--- config.mk ---
export PLATFORM = sky130hd
export DESIGN_NAME = seq_trig_gen
export DESIGN_NICKNAME = d
export VERILOG_FILES = /design/src/rtl/seq_trig_pkg.sv /design/src/rtl/seq_trig_qual.sv /design/src/rtl/seq_trig_gen.sv
export SDC_FILE = /design/constraint.sdc
export NUM_CORES = 1
export LEC_CHECK = 0
export ABC_AREA = 1
export BUFFER_PORTS_ARGS = -buffer_cell sky130_fd_sc_hd__buf_2
export CAP_MARGIN = 20
export CELL_PAD_IN_SITES_DETAIL_PLACEMENT = 1
export CELL_PAD_IN_SITES_GLOBAL_PLACEMENT = 2
export CORE_MARGIN = 4
export CORE_UTILIZATION = 38
export CTS_CLUSTER_SIZE = 16
export DETAILED_ROUTE_END_ITERATION = 7
export PLACE_DENSITY = 0.92
export SYNTH_ARGS = -nofsm -noshare
export SYNTH_HDL_FRONTEND = slang
export SYNTH_SLANG_ARGS = --single-unit
--- constraint.sdc ---
create_clock -name SEQ_CLK -period 4.78 [get_ports SEQ_CLK]
set_input_delay 0.956 -clock SEQ_CLK [delete_from_list [all_inputs] [get_ports SEQ_CLK]]
set_output_delay 0.956 -clock SEQ_CLK [all_outputs]
set_load 0.01 [all_outputs]
--- src/rtl/seq_trig_pkg.sv ---
// Shared types and helpers for the sequence trigger generator.
// Default counter width, FSM state encoding and the masked pattern compare.
package seq_trig_pkg;

    localparam int SEQ_TRIG_CNT_WIDTH_DEF = 16;
    localparam int SEQ_TRIG_MAX_BITS      = 32;

    typedef enum logic [2:0] {
        ST_IDLE,
        ST_ARMED,
        ST_DELAY,
        ST_FIRE,
        ST_HOLDOFF
    } seq_trig_state_t;

    // Callers zero-extend narrower words; a cleared mask bit never causes a mismatch.
    function automatic logic seq_match(
        input logic [SEQ_TRIG_MAX_BITS-1:0] value,
        input logic [SEQ_TRIG_MAX_BITS-1:0] mask,
        input logic [SEQ_TRIG_MAX_BITS-1:0] sample
    );
        return (((sample ^ value) & mask) == '0);
    endfunction

endpackage

--- src/rtl/seq_trig_qual.sv ---
// Input sample stage and run qualifier: registers the sample, compares it against the
// latched pattern and raises a combinational strobe on the sample that completes the run.
module seq_trig_qual
    import seq_trig_pkg::*;
#(
    parameter int IN_BITS   = 8,
    parameter int CNT_WIDTH = SEQ_TRIG_CNT_WIDTH_DEF
) (
    input  logic                 clk,
    input  logic                 rst_n,
    input  logic [IN_BITS-1:0]   i_data,
    input  logic                 i_active,
    input  logic [IN_BITS-1:0]   i_cfg_match,
    input  logic [IN_BITS-1:0]   i_cfg_mask,
    input  logic                 i_cfg_edge,
    input  logic [CNT_WIDTH-1:0] i_cfg_count,
    output logic [IN_BITS-1:0]   o_s1,
    output logic                 o_qualify
);

    localparam logic [CNT_WIDTH-1:0] C_ONE = {{(CNT_WIDTH-1){1'b0}}, 1'b1};

    logic [IN_BITS-1:0]   r_s1;
    logic [CNT_WIDTH-1:0] r_run_cnt;
    logic                 r_seen_nomatch;
    logic                 w_match;
    logic                 w_counts;
    logic [CNT_WIDTH-1:0] w_run_inc;
    logic [CNT_WIDTH-1:0] w_target;

    assign w_match   = seq_match(SEQ_TRIG_MAX_BITS'(i_cfg_match),
                                 SEQ_TRIG_MAX_BITS'(i_cfg_mask),
                                 SEQ_TRIG_MAX_BITS'(r_s1));
    // In edge mode a match only counts once a non-matching sample has been seen.
    assign w_counts  = w_match && (!i_cfg_edge || r_seen_nomatch);
    assign w_run_inc = (&r_run_cnt) ? r_run_cnt : (r_run_cnt + C_ONE);
    assign w_target  = (i_cfg_count == '0) ? C_ONE : i_cfg_count;
    assign o_qualify = i_active && w_counts && (w_run_inc >= w_target);
    assign o_s1      = r_s1;

    always_ff @(posedge clk or negedge rst_n) begin
        if (!rst_n) begin
            r_s1           <= '0;
            r_run_cnt      <= '0;
            r_seen_nomatch <= 1'b0;
        end else begin
            r_s1 <= i_data;
            // Outside ARMED the run state is held clear, so every re-arm starts fresh.
            if (!i_active) begin
                r_run_cnt      <= '0;
                r_seen_nomatch <= 1'b0;
            end else if (!w_match) begin
                r_run_cnt      <= '0;
                r_seen_nomatch <= 1'b1;
            end else if (w_counts) begin
                r_run_cnt <= w_run_inc;
            end
        end
    end

endmodule

--- src/rtl/seq_trig_gen.sv ---
// Trigger generator in front of the sequence recorder: qualified pattern match, delay,
// holdoff, and a 2-cycle data pipeline aligned to the pulse. SEQ_TRIG_CNT_EN adds TRIG_CNT.
module seq_trig_gen
    import seq_trig_pkg::*;
#(
    parameter int IN_BITS   = 8,
    parameter int CNT_WIDTH = SEQ_TRIG_CNT_WIDTH_DEF
) (
    input  logic                 SEQ_CLK,
    input  logic                 SEQ_RST_N,
    input  logic [IN_BITS-1:0]   SEQ_IN,
    input  logic [IN_BITS-1:0]   CONF_MATCH,
    input  logic [IN_BITS-1:0]   CONF_MASK,
    input  logic                 CONF_EDGE,
    input  logic                 CONF_ONESHOT,
    input  logic [CNT_WIDTH-1:0] CONF_MATCH_COUNT,
    input  logic [CNT_WIDTH-1:0] CONF_DELAY,
    input  logic [CNT_WIDTH-1:0] CONF_HOLDOFF,
    input  logic                 ARM,
    input  logic                 DISARM,
    output logic [IN_BITS-1:0]   SEQ_OUT,
    output logic                 SEQ_EXT_START,
    output logic                 ARMED,
`ifdef SEQ_TRIG_CNT_EN
    output logic [CNT_WIDTH-1:0] TRIG_CNT,
`endif
    output logic                 BUSY
);

    localparam logic [CNT_WIDTH-1:0] C_ONE = {{(CNT_WIDTH-1){1'b0}}, 1'b1};

    seq_trig_state_t      r_state;
    seq_trig_state_t      w_state_next;
    logic [IN_BITS-1:0]   r_seq_out;
    logic                 r_start;
    logic                 r_armed;
    logic                 r_busy;
    logic [CNT_WIDTH-1:0] r_dly_cnt;
    logic [CNT_WIDTH-1:0] r_hold_cnt;
    logic [IN_BITS-1:0]   r_cfg_match;
    logic [IN_BITS-1:0]   r_cfg_mask;
    logic                 r_cfg_edge;
    logic                 r_cfg_oneshot;
    logic [CNT_WIDTH-1:0] r_cfg_count;
    logic [CNT_WIDTH-1:0] r_cfg_delay;
    logic [CNT_WIDTH-1:0] r_cfg_holdoff;
    logic [IN_BITS-1:0]   w_s1;
    logic                 w_qualify;
    logic                 w_qual_active;
    logic                 w_arm_accept;

    assign w_qual_active = (r_state == ST_ARMED);
    assign w_arm_accept  = (r_state == ST_IDLE) && ARM && !DISARM;

    seq_trig_qual #(
        .IN_BITS   (IN_BITS),
        .CNT_WIDTH (CNT_WIDTH)
    ) u_qual (
        .clk         (SEQ_CLK),
        .rst_n       (SEQ_RST_N),
        .i_data      (SEQ_IN),
        .i_active    (w_qual_active),
        .i_cfg_match (r_cfg_match),
        .i_cfg_mask  (r_cfg_mask),
        .i_cfg_edge  (r_cfg_edge),
        .i_cfg_count (r_cfg_count),
        .o_s1        (w_s1),
        .o_qualify   (w_qualify)
    );

    always_comb begin
        w_state_next = r_state;
        if (DISARM) begin
            w_state_next = ST_IDLE;
        end else begin
            case (r_state)
                ST_IDLE:    if (ARM) w_state_next = ST_ARMED;
                ST_ARMED:   if (w_qualify) w_state_next = (r_cfg_delay == '0) ? ST_FIRE : ST_DELAY;
                ST_DELAY:   if (r_dly_cnt <= C_ONE) w_state_next = ST_FIRE;
                ST_FIRE: begin
                    if (r_cfg_oneshot)             w_state_next = ST_IDLE;
                    else if (r_cfg_holdoff == '0)  w_state_next = ST_ARMED;
                    else                           w_state_next = ST_HOLDOFF;
                end
                ST_HOLDOFF: if (r_hold_cnt <= C_ONE) w_state_next = ST_ARMED;
                default:    w_state_next = ST_IDLE;
            endcase
        end
    end

    // Outputs are registered from the next state so they line up with the state register.
    always_ff @(posedge SEQ_CLK or negedge SEQ_RST_N) begin
        if (!SEQ_RST_N) begin
            r_state       <= ST_IDLE;
            r_seq_out     <= '0;
            r_start       <= 1'b0;
            r_armed       <= 1'b0;
            r_busy        <= 1'b0;
            r_dly_cnt     <= '0;
            r_hold_cnt    <= '0;
            r_cfg_match   <= '0;
            r_cfg_mask    <= '0;
            r_cfg_edge    <= 1'b0;
            r_cfg_oneshot <= 1'b0;
            r_cfg_count   <= '0;
            r_cfg_delay   <= '0;
            r_cfg_holdoff <= '0;
        end else begin
            r_state   <= w_state_next;
            r_seq_out <= w_s1;
            r_start   <= (w_state_next == ST_FIRE);
            r_armed   <= (w_state_next == ST_ARMED);
            r_busy    <= (w_state_next != ST_IDLE);

            if (w_arm_accept) begin
                r_cfg_match   <= CONF_MATCH;
                r_cfg_mask    <= CONF_MASK;
                r_cfg_edge    <= CONF_EDGE;
                r_cfg_oneshot <= CONF_ONESHOT;
                r_cfg_count   <= CONF_MATCH_COUNT;
                r_cfg_delay   <= CONF_DELAY;
                r_cfg_holdoff <= CONF_HOLDOFF;
            end

            if (r_state == ST_ARMED && w_state_next == ST_DELAY)
                r_dly_cnt <= r_cfg_delay;
            else if (r_state == ST_DELAY && r_dly_cnt != '0)
                r_dly_cnt <= r_dly_cnt - C_ONE;

            if (r_state == ST_FIRE)
                r_hold_cnt <= r_cfg_holdoff;
            else if (r_state == ST_HOLDOFF && r_hold_cnt != '0)
                r_hold_cnt <= r_hold_cnt - C_ONE;
        end
    end

`ifdef SEQ_TRIG_CNT_EN
    logic [CNT_WIDTH-1:0] r_trig_cnt;

    always_ff @(posedge SEQ_CLK or negedge SEQ_RST_N) begin
        if (!SEQ_RST_N)
            r_trig_cnt <= '0;
        else if (w_arm_accept)
            r_trig_cnt <= '0;
        else if (r_state == ST_FIRE && !(&r_trig_cnt))
            r_trig_cnt <= r_trig_cnt + C_ONE;
    end

    assign TRIG_CNT = r_trig_cnt;
`endif

    assign SEQ_OUT       = r_seq_out;
    assign SEQ_EXT_START = r_start;
    assign ARMED         = r_armed;
    assign BUSY          = r_busy;

endmodule

==> flow_metrics.py, run 1 <==
metrics = {
    "outcome": {
        "outcome": "finished clean",
    },
    "cts": {
        "h-tree-depth": 4,
        "clk_path_buf_depth": 2,
        "cts.sinks": 137,
        "postCtsSetupBuffers": 0,
        "cts_inserted_buffers": 17,
        "cts.hold.buffers_added": 0,
        "cts_repair_resize_count": 0,
        "clock-root-buffer": "clkbuf_16",
        "insertion_delay_ns": 0.43,
        "cts_tree": "yes",
        "clk_pin_slew_ns": 0.07,
    },
    "final_layout": {
        "area_delta_synth_final_pct": 17.63,
        "nFillCells": 2169,
        "final_area_um2": 8341,
        "drive_above_1_share": 0.2056,
        "fin_cells": 1154,
        "fin_util": 0.4596,
        "final_nets": 1010,
    },
    "timing": {
        "relSlewSlack": 0.3954,
        "rsz0062_at_grt": "false",
        "setup_violations": 0,
        "period_needed_ns": 3.804,
        "max_freq_mhz": 262.9,
        "hold_violations": 0,
        "setup-tns-final_ns": 0,
        "finClkSkew_ns": 0.008164,
        "fin_hold_ws_ns": 0.4057,
        "slew_viol_final": 0,
        "tightest_slew_ns": 0.9068,
        "layout_setup_ws_ns": 0.9759,
        "fin_crit_sh": 0.7958,
    },
    "placed_design": {
        "dpl_worst_slack_ns": 0.9851,
        "post-dp-hpwl_um": 13150,
        "placed_area_um2": 7741,
        "post-place-cells": 1121,
        "place_congestion": 0.8158,
        "io_buffers": 88,
    },
    "global_routing": {
        "grt_pass1_vias": 6282,
        "use_met1": 0.2564,
        "grt.met3_usage": 0.04729,
        "grt_usage": 0.1878,
        "grt_busiest_layer": "met2",
        "antenna_found_initial": 2,
        "overflow": 0,
        "met2_usage": 0.3033,
        "grt_pass1_wl_um": 31270,
        "grt_max_degree": 84,
    },
    "floorplan": {
        "start_util": 0.3907,
        "dieHeight_um": 144.6,
        "fp-row-count": 49,
        "dieWidth_um": 144.6,
        "io_pins": 89,
        "core_um2": 18150,
        "design.die.area_um2": 20910,
    },
    "route": {
        "routed_wl_um": 18210,
        "num_vias": 5913,
        "first_pass_iters": 4,
        "drcViolationCount": 0,
        "viasPerCell": 5.124,
        "wire_per_inst_um": 15.78,
        "drtAntennaViolNets": 0,
        "first_iter_violations": 187,
    },
    "worst_hold_path": {
        "hold_path.class": "reg -> reg",
    },
    "yosys": {
        "synth.avg_cell_area_um2": 8.615,
        "synth_sequential_area_ratio": 0.4835,
        "synthCells": 823,
        "yosysUniqueCellTypes": 45,
        "netlist_area_um2": 7091,
        "yosysWarnings": 0,
        "synth_nets": 922,
        "ys_seq_elements": 137,
    },
    "critical_path": {
        "end_kind": "flip-flop",
        "crit_type": "reg -> reg",
        "crit_arrival_ns": 4.11,
        "cp.required_ns": 5.08,
        "crit_path_max_fanout": 31,
        "cp-start-kind": "flip-flop",
    },
    "pwr": {
        "total_power_mw": 3.008,
        "powerDensity_nw_per_um2": 360.6,
        "p_leak_nw": 4.105,
        "ir_drop_mv": 0.2299,
    },
    "job": {
        "max_cap_violations": 0,
    },
}
-- power breakdown --
group	leakage, nW	switching [mW]	internal, mW	total (mW)
Combinational	2.20	0.169	0.138	0.307
Clock	0.292	0.595	0.749	1.34
Sequential	1.62	0.0831	1.27	1.36
Total	4.10	0.848	2.16	3.01
-- registers in the layout, summed over array words and instances, names as in the netlist --
signal,count
r_cfg_edge,1
ARMED,1
r_cfg_mask,8
r_cfg_delay,16
r_cfg_oneshot,1
SEQ_EXT_START,1
u_qual.o_s1,8
r_cfg_holdoff,16
r_state,3
SEQ_OUT,8
r_cfg_match,8
r_cfg_count,16
r_dly_cnt,16
u_qual.r_run_cnt,16
BUSY,1
u_qual.r_seen_nomatch,1
r_hold_cnt,16
-- cells in the mapped netlist (all sizes together) --
master / instances / area share
nand2: 177 / 0.098
dfrtp: 137 / 0.48
inv: 102 / 0.054
nor2: 100 / 0.060
a21oi: 51 / 0.037
nand3: 48 / 0.036
mux2: 37 / 0.059
o21ai: 36 / 0.026
ha: 21 / 0.037
xor2: 15 / 0.019
nand4: 14 / 0.013
buf: 12 / 0.011
nand3b: 12 / 0.013
nor4: 12 / 0.011
clkbuf: 10 / 0.0053
nor3: 10 / 0.0086
o211ai: 9 / 0.0095
a31oi: 3 / 0.0026
o221ai: 3 / 0.0037
a22oi: 2 / 0.0021
xnor2: 2 / 0.0025
a221o: 1 / 0.0014
a41o: 1 / 0.0014
and2: 1 / 0.00088
and3b: 1 / 0.0012
clkinv: 1 / 0.00053
o21a: 1 / 0.0011
o22ai: 1 / 0.00088
o311ai: 1 / 0.0012
o31ai: 1 / 0.0011
or2: 1 / 0.00088
-- cell type report --
cell class,count,area (um^2),area share
Sequential cell,137,3428,0.4110
Multi-Input combinational cell,561,3171,0.3801
Timing Repair Buffer,91,469.2,0.05626
Clock buffer,17,425.4,0.05101
Inverter,103,386.6,0.04635
Tap cell,229,286.5,0.03435
Clock inverter,15,171.4,0.02055
Antenna cell,1,2.502,0.0003000
-- critical path: stages (launching register included) --
cell	delay, ns
dfrtp_1	0.38
ha_1	0.24
nand2_1	0.11
inv_1	0.06
nand2_1	0.07
nor2_1	0.16
nand4_1	0.14
nor2_2	0.28
nor2_1	0.12
nand2_1	0.09
xor2_1	0.24
ha_1	0.27
nand2_1	0.06
nor2_1	0.05
and2_1	0.13
nor2_1	0.08
nand2_1	0.09
nand2_1	0.07
nand2_1	0.06
nand3_1	0.09
nand2_1	0.07
nand2_1	0.11
nand2_4	0.15
nand2_4	0.32
nand2_1	0.09
nand2_1	0.08
nand2_1	0.06
-- cell families (layout without fill, tap and decap cells) --
kind of cell / after synthesis / count (layout) / synth area share
and+or+nand+nor: 376 / 376 / 0.2410
other: 0 / 1 / 0
muxes: 37 / 37 / 0.05876
DFF: 137 / 137 / 0.4835
AOI/OAI and AO/OA: 110 / 110 / 0.08752
adders and majority gates: 21 / 21 / 0.03706
xor gates and xnor gates: 17 / 17 / 0.02100
buffers and inverters: 125 / 226 / 0.07111
-- path summary, 6_finish.rpt --
check                                                start                         end  slack (ns)  cells after the start
setup / recovery           u_qual.r_run_cnt[1]$_DFFE_PN0P_   r_dly_cnt[11]$_DFFE_PN0P_        0.98                     26
hold / removal                    u_qual.o_s1[1]$_DFF_PN0_        SEQ_OUT[1]$_DFF_PN0_        0.41                      0
setup reg to reg           u_qual.r_run_cnt[1]$_DFFE_PN0P_   r_dly_cnt[11]$_DFFE_PN0P_        0.98                     26
hold reg to reg                   u_qual.o_s1[1]$_DFF_PN0_        SEQ_OUT[1]$_DFF_PN0_        0.41                      0
max in group asynchronous                        SEQ_RST_N    r_dly_cnt[5]$_DFFE_PN0P_        3.31                      2
min in group asynchronous                        SEQ_RST_N  r_cfg_count[1]$_DFFE_PN0P_        0.49                      1
-- layout by cell type, fill, tap and decap left out, types with 2 or more instances in the layout --
master | Yosys | layout
nand2_1 | 170 | 170
dfrtp_1 | 137 | 137
inv_1 | 94 | 94
nor2_1 | 92 | 92
buf_2 | 1 | 87
a21oi_1 | 50 | 50
nand3_1 | 47 | 46
mux2_2 | 37 | 37
o21ai_0 | 34 | 34
ha_1 | 21 | 21
clkbuf_16 | 0 | 17
xor2_1 | 15 | 15
nand4_1 | 13 | 13
nor4_1 | 12 | 12
nand3b_1 | 12 | 12
nor3_1 | 9 | 9
o211ai_1 | 9 | 9
inv_2 | 8 | 8
nor2_2 | 6 | 6
inv_6 | 0 | 6
nand2_2 | 5 | 5
inv_8 | 0 | 5
a31oi_1 | 3 | 3
o221ai_1 | 3 | 3
buf_4 | 1 | 3
a22oi_1 | 2 | 2
nand3_4 | 1 | 2
nor2_8 | 2 | 2
nand2_4 | 2 | 2
xnor2_1 | 2 | 2
-- metal layers --
layer  share of wire  wire length (um)
met1            0.48              8703
met2            0.47              8504
met3           0.044               805
met4           0.010               182
met5         0.00077                14
Power figures use the tool's default switching activity.
==> run 2: changes to the inputs <==
--- a/config.mk
+++ b/config.mk
@@ -5,16 +5,16 @@
 export SDC_FILE = /design/constraint.sdc
 export NUM_CORES = 1
 export LEC_CHECK = 0
-export ABC_AREA = 1
+export ABC_AREA = 0
 export BUFFER_PORTS_ARGS = -buffer_cell sky130_fd_sc_hd__buf_2
 export CAP_MARGIN = 20
 export CELL_PAD_IN_SITES_DETAIL_PLACEMENT = 1
 export CELL_PAD_IN_SITES_GLOBAL_PLACEMENT = 2
 export CORE_MARGIN = 4
-export CORE_UTILIZATION = 38
+export CORE_UTILIZATION = 34
 export CTS_CLUSTER_SIZE = 16
 export DETAILED_ROUTE_END_ITERATION = 7
-export PLACE_DENSITY = 0.92
+export PLACE_DENSITY = 0.83
 export SYNTH_ARGS = -nofsm -noshare
 export SYNTH_HDL_FRONTEND = slang
 export SYNTH_SLANG_ARGS = --single-unit
==> constraint.sdc (replaced) <==
create_clock -name SEQ_CLK -period 3.3 [get_ports SEQ_CLK]
set_input_delay 0.66 -clock SEQ_CLK [delete_from_list [all_inputs] [get_ports SEQ_CLK]]
set_output_delay 0.66 -clock SEQ_CLK [all_outputs]
set_load 0.01 [all_outputs]
==> run 2 against run 1 <==
  * Largest power group is now the clock network
  * Worst setup slack got worse by 1.2 ns
  * Synthesized cell count decreased by 24%
  * Via count shrank 10%
  * Clock power is 49% higher
  * Global-route usage is 1.5 points lower
  * The flow now finishes with violations (negative setup slack)
  * Largest cell class unchanged
  * Highest routed layer is now met4
  * Count of clock-buffer cells in the layout increased by 3
  * Die area increased by 6.6%
  * Sequential power rose by 46%
==> flow_metrics.py, run 2 <==
metrics = {
    "yosys": {
        "yosysWarnings": 0,
        "synth_most_common_cell": "dfrtp_1",
        "synth_sequential_area_ratio": 0.5053,
        "synth_nets": 724,
        "synthCells": 625,
        "ys_seq_elements": 137,
        "async_reset_ff_frac": 1.000,
        "yosys.area.top_type": "dfrtp_1",
        "yosysUniqueCellTypes": 57,
        "ys_top_cells_by_area": "dfrtp_1 (51%), mux2_2 (11%), ha_1 (3.9%)",
        "ys.flop_type": "dfrtp_1",
        "synth.avg_cell_area_um2": 10.86,
        "synth_top_area_frac": 0.5053,
        "synth_edf_count": 0,
        "ys_top_cells_by_count": "dfrtp_1 (137), mux2_2 (66), nand2_1 (63), nor2_1 (43), o21ai_0 (34)",
        "netlist_area_um2": 6785,
    },
    "route": {
        "routed_wl_um": 18440,
        "drcViolationCount": 0,
        "first_iter_violations": 189,
        "viasPerCell": 5.078,
        "drtAntennaViolNets": 0,
        "first_pass_iters": 4,
        "wire_per_inst_um": 17.65,
        "num_vias": 5307,
    },
    "pwr": {
        "powerDensity_nw_per_um2": 516.6,
        "ir_drop_mv": 0.4140,
        "pwr-share-comb": 0.114,
        "p_leak_nw": 4.008,
        "total_power_mw": 4.480,
        "clock_power_share": 0.445,
        "power_switching_mw": 1.137,
        "sw_frac_of_total": 0.2539,
        "seqPwrFrac": 0.441,
        "internal_power_mw": 3.343,
    },
    "critical_path": {
        "cp_top_family": "simple AND/OR/NAND/NOR gates",
        "reg2reg_slack_ns": -0.27,
        "crit_type": "reg -> reg",
        "crit_path_max_fanout": 15,
        "worst_path_largest_cell_delay_ns": 0.51,
        "critPathBufInv": 3,
        "worstPathCellList": "ha_2 > and2_4 > buf_4 > buf_4 > and3_1 > mux2_2 > ha_1 > nand2_2 > nor4_4 > or4b_4 > a31oi_4 > nand4b_4 > buf_12 > a221o_1",
        "reg2reg_to": "r_dly_cnt[9]$_DFFE_PN0P_",
        "reg2regPathDepth": 14,
        "cp.required_ns": 3.60,
        "crit_path_frequent_cell": "buf_4",
        "cp-start-kind": "flip-flop",
        "slowest_stage": "or4b_4",
        "timing.rr.start": "u_qual.r_run_cnt[1]$_DFFE_PN0P_",
        "end_kind": "flip-flop",
        "crit_arrival_ns": 3.87,
    },
    "cts": {
        "clk_path_buf_depth": 2,
        "cts.sinks": 137,
        "clock-root-buffer": "clkbuf_16",
        "insertion_delay_ns": 0.43,
        "h-tree-depth": 4,
        "clk_pin_slew_ns": 0.06,
        "cts.hold.buffers_added": 0,
        "cts_inserted_buffers": 17,
        "cts_tree": "yes",
    },
    "placed_design": {
        "place_congestion": 0.8121,
        "dpl_worst_slack_ns": -0.4022,
        "io_buffers": 88,
        "post-place-cells": 1003,
        "post-dp-hpwl_um": 13520,
    },
    "floorplan": {
        "fp-row-count": 51,
        "design.die.area_um2": 22280,
        "dieWidth_um": 149.3,
        "start_util": 0.3475,
        "dieHeight_um": 149.3,
        "io_pins": 89,
        "core_um2": 19530,
    },
    "global_routing": {
        "antenna_found_initial": 0,
        "overflow": 0,
        "grt_usage": 0.1725,
        "grt_max_degree": 115,
        "grt_pass1_vias": 6028,
        "grt_pass1_wl_um": 30530,
    },
    "timing": {
        "tightest_slew_ns": 0.7515,
        "period_needed_ns": 3.572,
        "setup-tns-final_ns": -3.657,
        "layout_setup_ws_ns": -0.2721,
        "setup_violations": 20,
        "relSlewSlack": 0.4960,
        "max_freq_mhz": 279.9,
        "rsz0062_at_grt": "true",
        "slew_viol_final": 0,
        "fin_crit_sh": 1.082,
        "finClkSkew_ns": 0.01034,
        "hold_violations": 0,
    },
    "final_layout": {
        "final_common_cell": "dfrtp_1",
        "fin_cells": 1045,
        "layout_common_cells": "dfrtp_1 (137), buf_2 (87), mux2_2 (65), nand2_1 (60), buf_4 (51)",
        "final_nets": 866,
        "nFillCells": 2193,
        "fin_util": 0.4441,
        "drive_above_1_share": 0.3513,
        "n_antenna_cell": 0,
        "area_delta_synth_final_pct": 27.81,
    },
    "outcome": {
        "violations": "negative setup slack",
        "outcome": "finished, violations left",
    },
    "job": {
        "max_cap_violations": 0,
    },
    "worst_hold_path": {
        "hold_path.class": "in -> async",
    },
}
[run 2: changes by cell type in the layout (fill, tap and decap cells not counted), sizes merged, moves of 31 or more]
cell,previous run,this run
nand2,177,63
nor2,100,43
buf,91,142
inv,113,27
nand3,48,15
mux2,37,68
[run 2: area by class of cell]
type                            instances  area, um^2  area share
Clock buffer                           20       456.7     0.05266
Inverter                               23       86.33    0.009955
Tap cell                              265       331.6     0.03823
Clock inverter                         12       160.2     0.01847
Sequential cell                       137        3428      0.3953
Timing Repair Buffer                  142       888.4      0.1024
Multi-Input combinational cell        446        3321      0.3829
[run 2: power groups by stage]
stage / Sequential, mW / Clock [mW] / Combinational [mW]
finish: 1.98 / 1.99 / 0.509
global route: 2.00 / 2.12 / 0.571
CTS: 1.98 / 2.04 / 0.512
detailed placement: 2.01 / 0 / 0.486
global placement: 2.00 / 0 / 0.457
floorplan: 1.97 / 0 / 0.297
[run 2: what timing repair did]
| item | in CTS | in global routing |
|---|---|---|
| buffers inserted | 5 | 5 |
| pin swaps | 5 | 6 |
| resized for setup | 18 | 4 |
| gates cloned | 0 | 0 |
| setup endpoints to repair | 21 | 21 |
[run 2: cell families (layout without fill, tap and decap cells)]
logic type,after synthesis,count (layout),synth area share
compound gates,92,92,0.08777
xor+xnor,44,44,0.05680
flops,137,137,0.5053
fa+ha+maj,21,21,0.03872
simple gates,217,217,0.1684
mux,72,72,0.1188
buf+inv,42,197,0.02434
[run 2: through the flow]
stage,hold slack [ns],instance area (um^2)
2_1_floorplan,0.3644,6819
3_3_place_gp,0.3770,7854
3_5_place_dp,0.3823,7854
4_1_cts,0.3206,8598
5_1_grt,0.07002,8672
6_report,0.07291,8672
[run 2: worst max-delay path by stage]
stage | start | endpoint | cells past startpoint
floorplan | u_qual.r_run_cnt[3]$_DFFE_PN0P_ | r_dly_cnt[9]$_DFFE_PN0P_ | 16
finish | u_qual.r_run_cnt[1]$_DFFE_PN0P_ | r_dly_cnt[9]$_DFFE_PN0P_ | 14
detailed placement | u_qual.r_run_cnt[0]$_DFFE_PN0P_ | ARMED$_DFF_PN0_ | 14
CTS | u_qual.r_run_cnt[1]$_DFFE_PN0P_ | r_dly_cnt[9]$_DFFE_PN0P_ | 14
global placement | u_qual.r_run_cnt[0]$_DFFE_PN0P_ | ARMED$_DFF_PN0_ | 14
global route | u_qual.r_run_cnt[0]$_DFFE_PN0P_ | r_dly_cnt[9]$_DFFE_PN0P_ | 14
[run 2: worst reg2reg max path: stages, from the launching register on]
cell,delay [ns]
dfrtp_1,0.39
ha_2,0.19
and2_4,0.15
buf_4,0.13
buf_4,0.13
and3_1,0.16
mux2_2,0.29
ha_1,0.30
nand2_2,0.08
nor4_4,0.25
or4b_4,0.51
a31oi_4,0.21
nand4b_4,0.14
buf_12,0.20
a221o_1,0.33
[run 2: metal layers]
metal / global-route usage / wire, um / vias up / part of all wire
li1: - / - / 2521 / -
met2: 0.3200 / 10160 / 54 / 0.55
met4: 0.05767 / 295 / 0 / 0.016
met3: 0.02796 / 360 / 24 / 0.020
met5: 0 / 0 / - / 0
met1: 0.2018 / 7628 / 2708 / 0.41
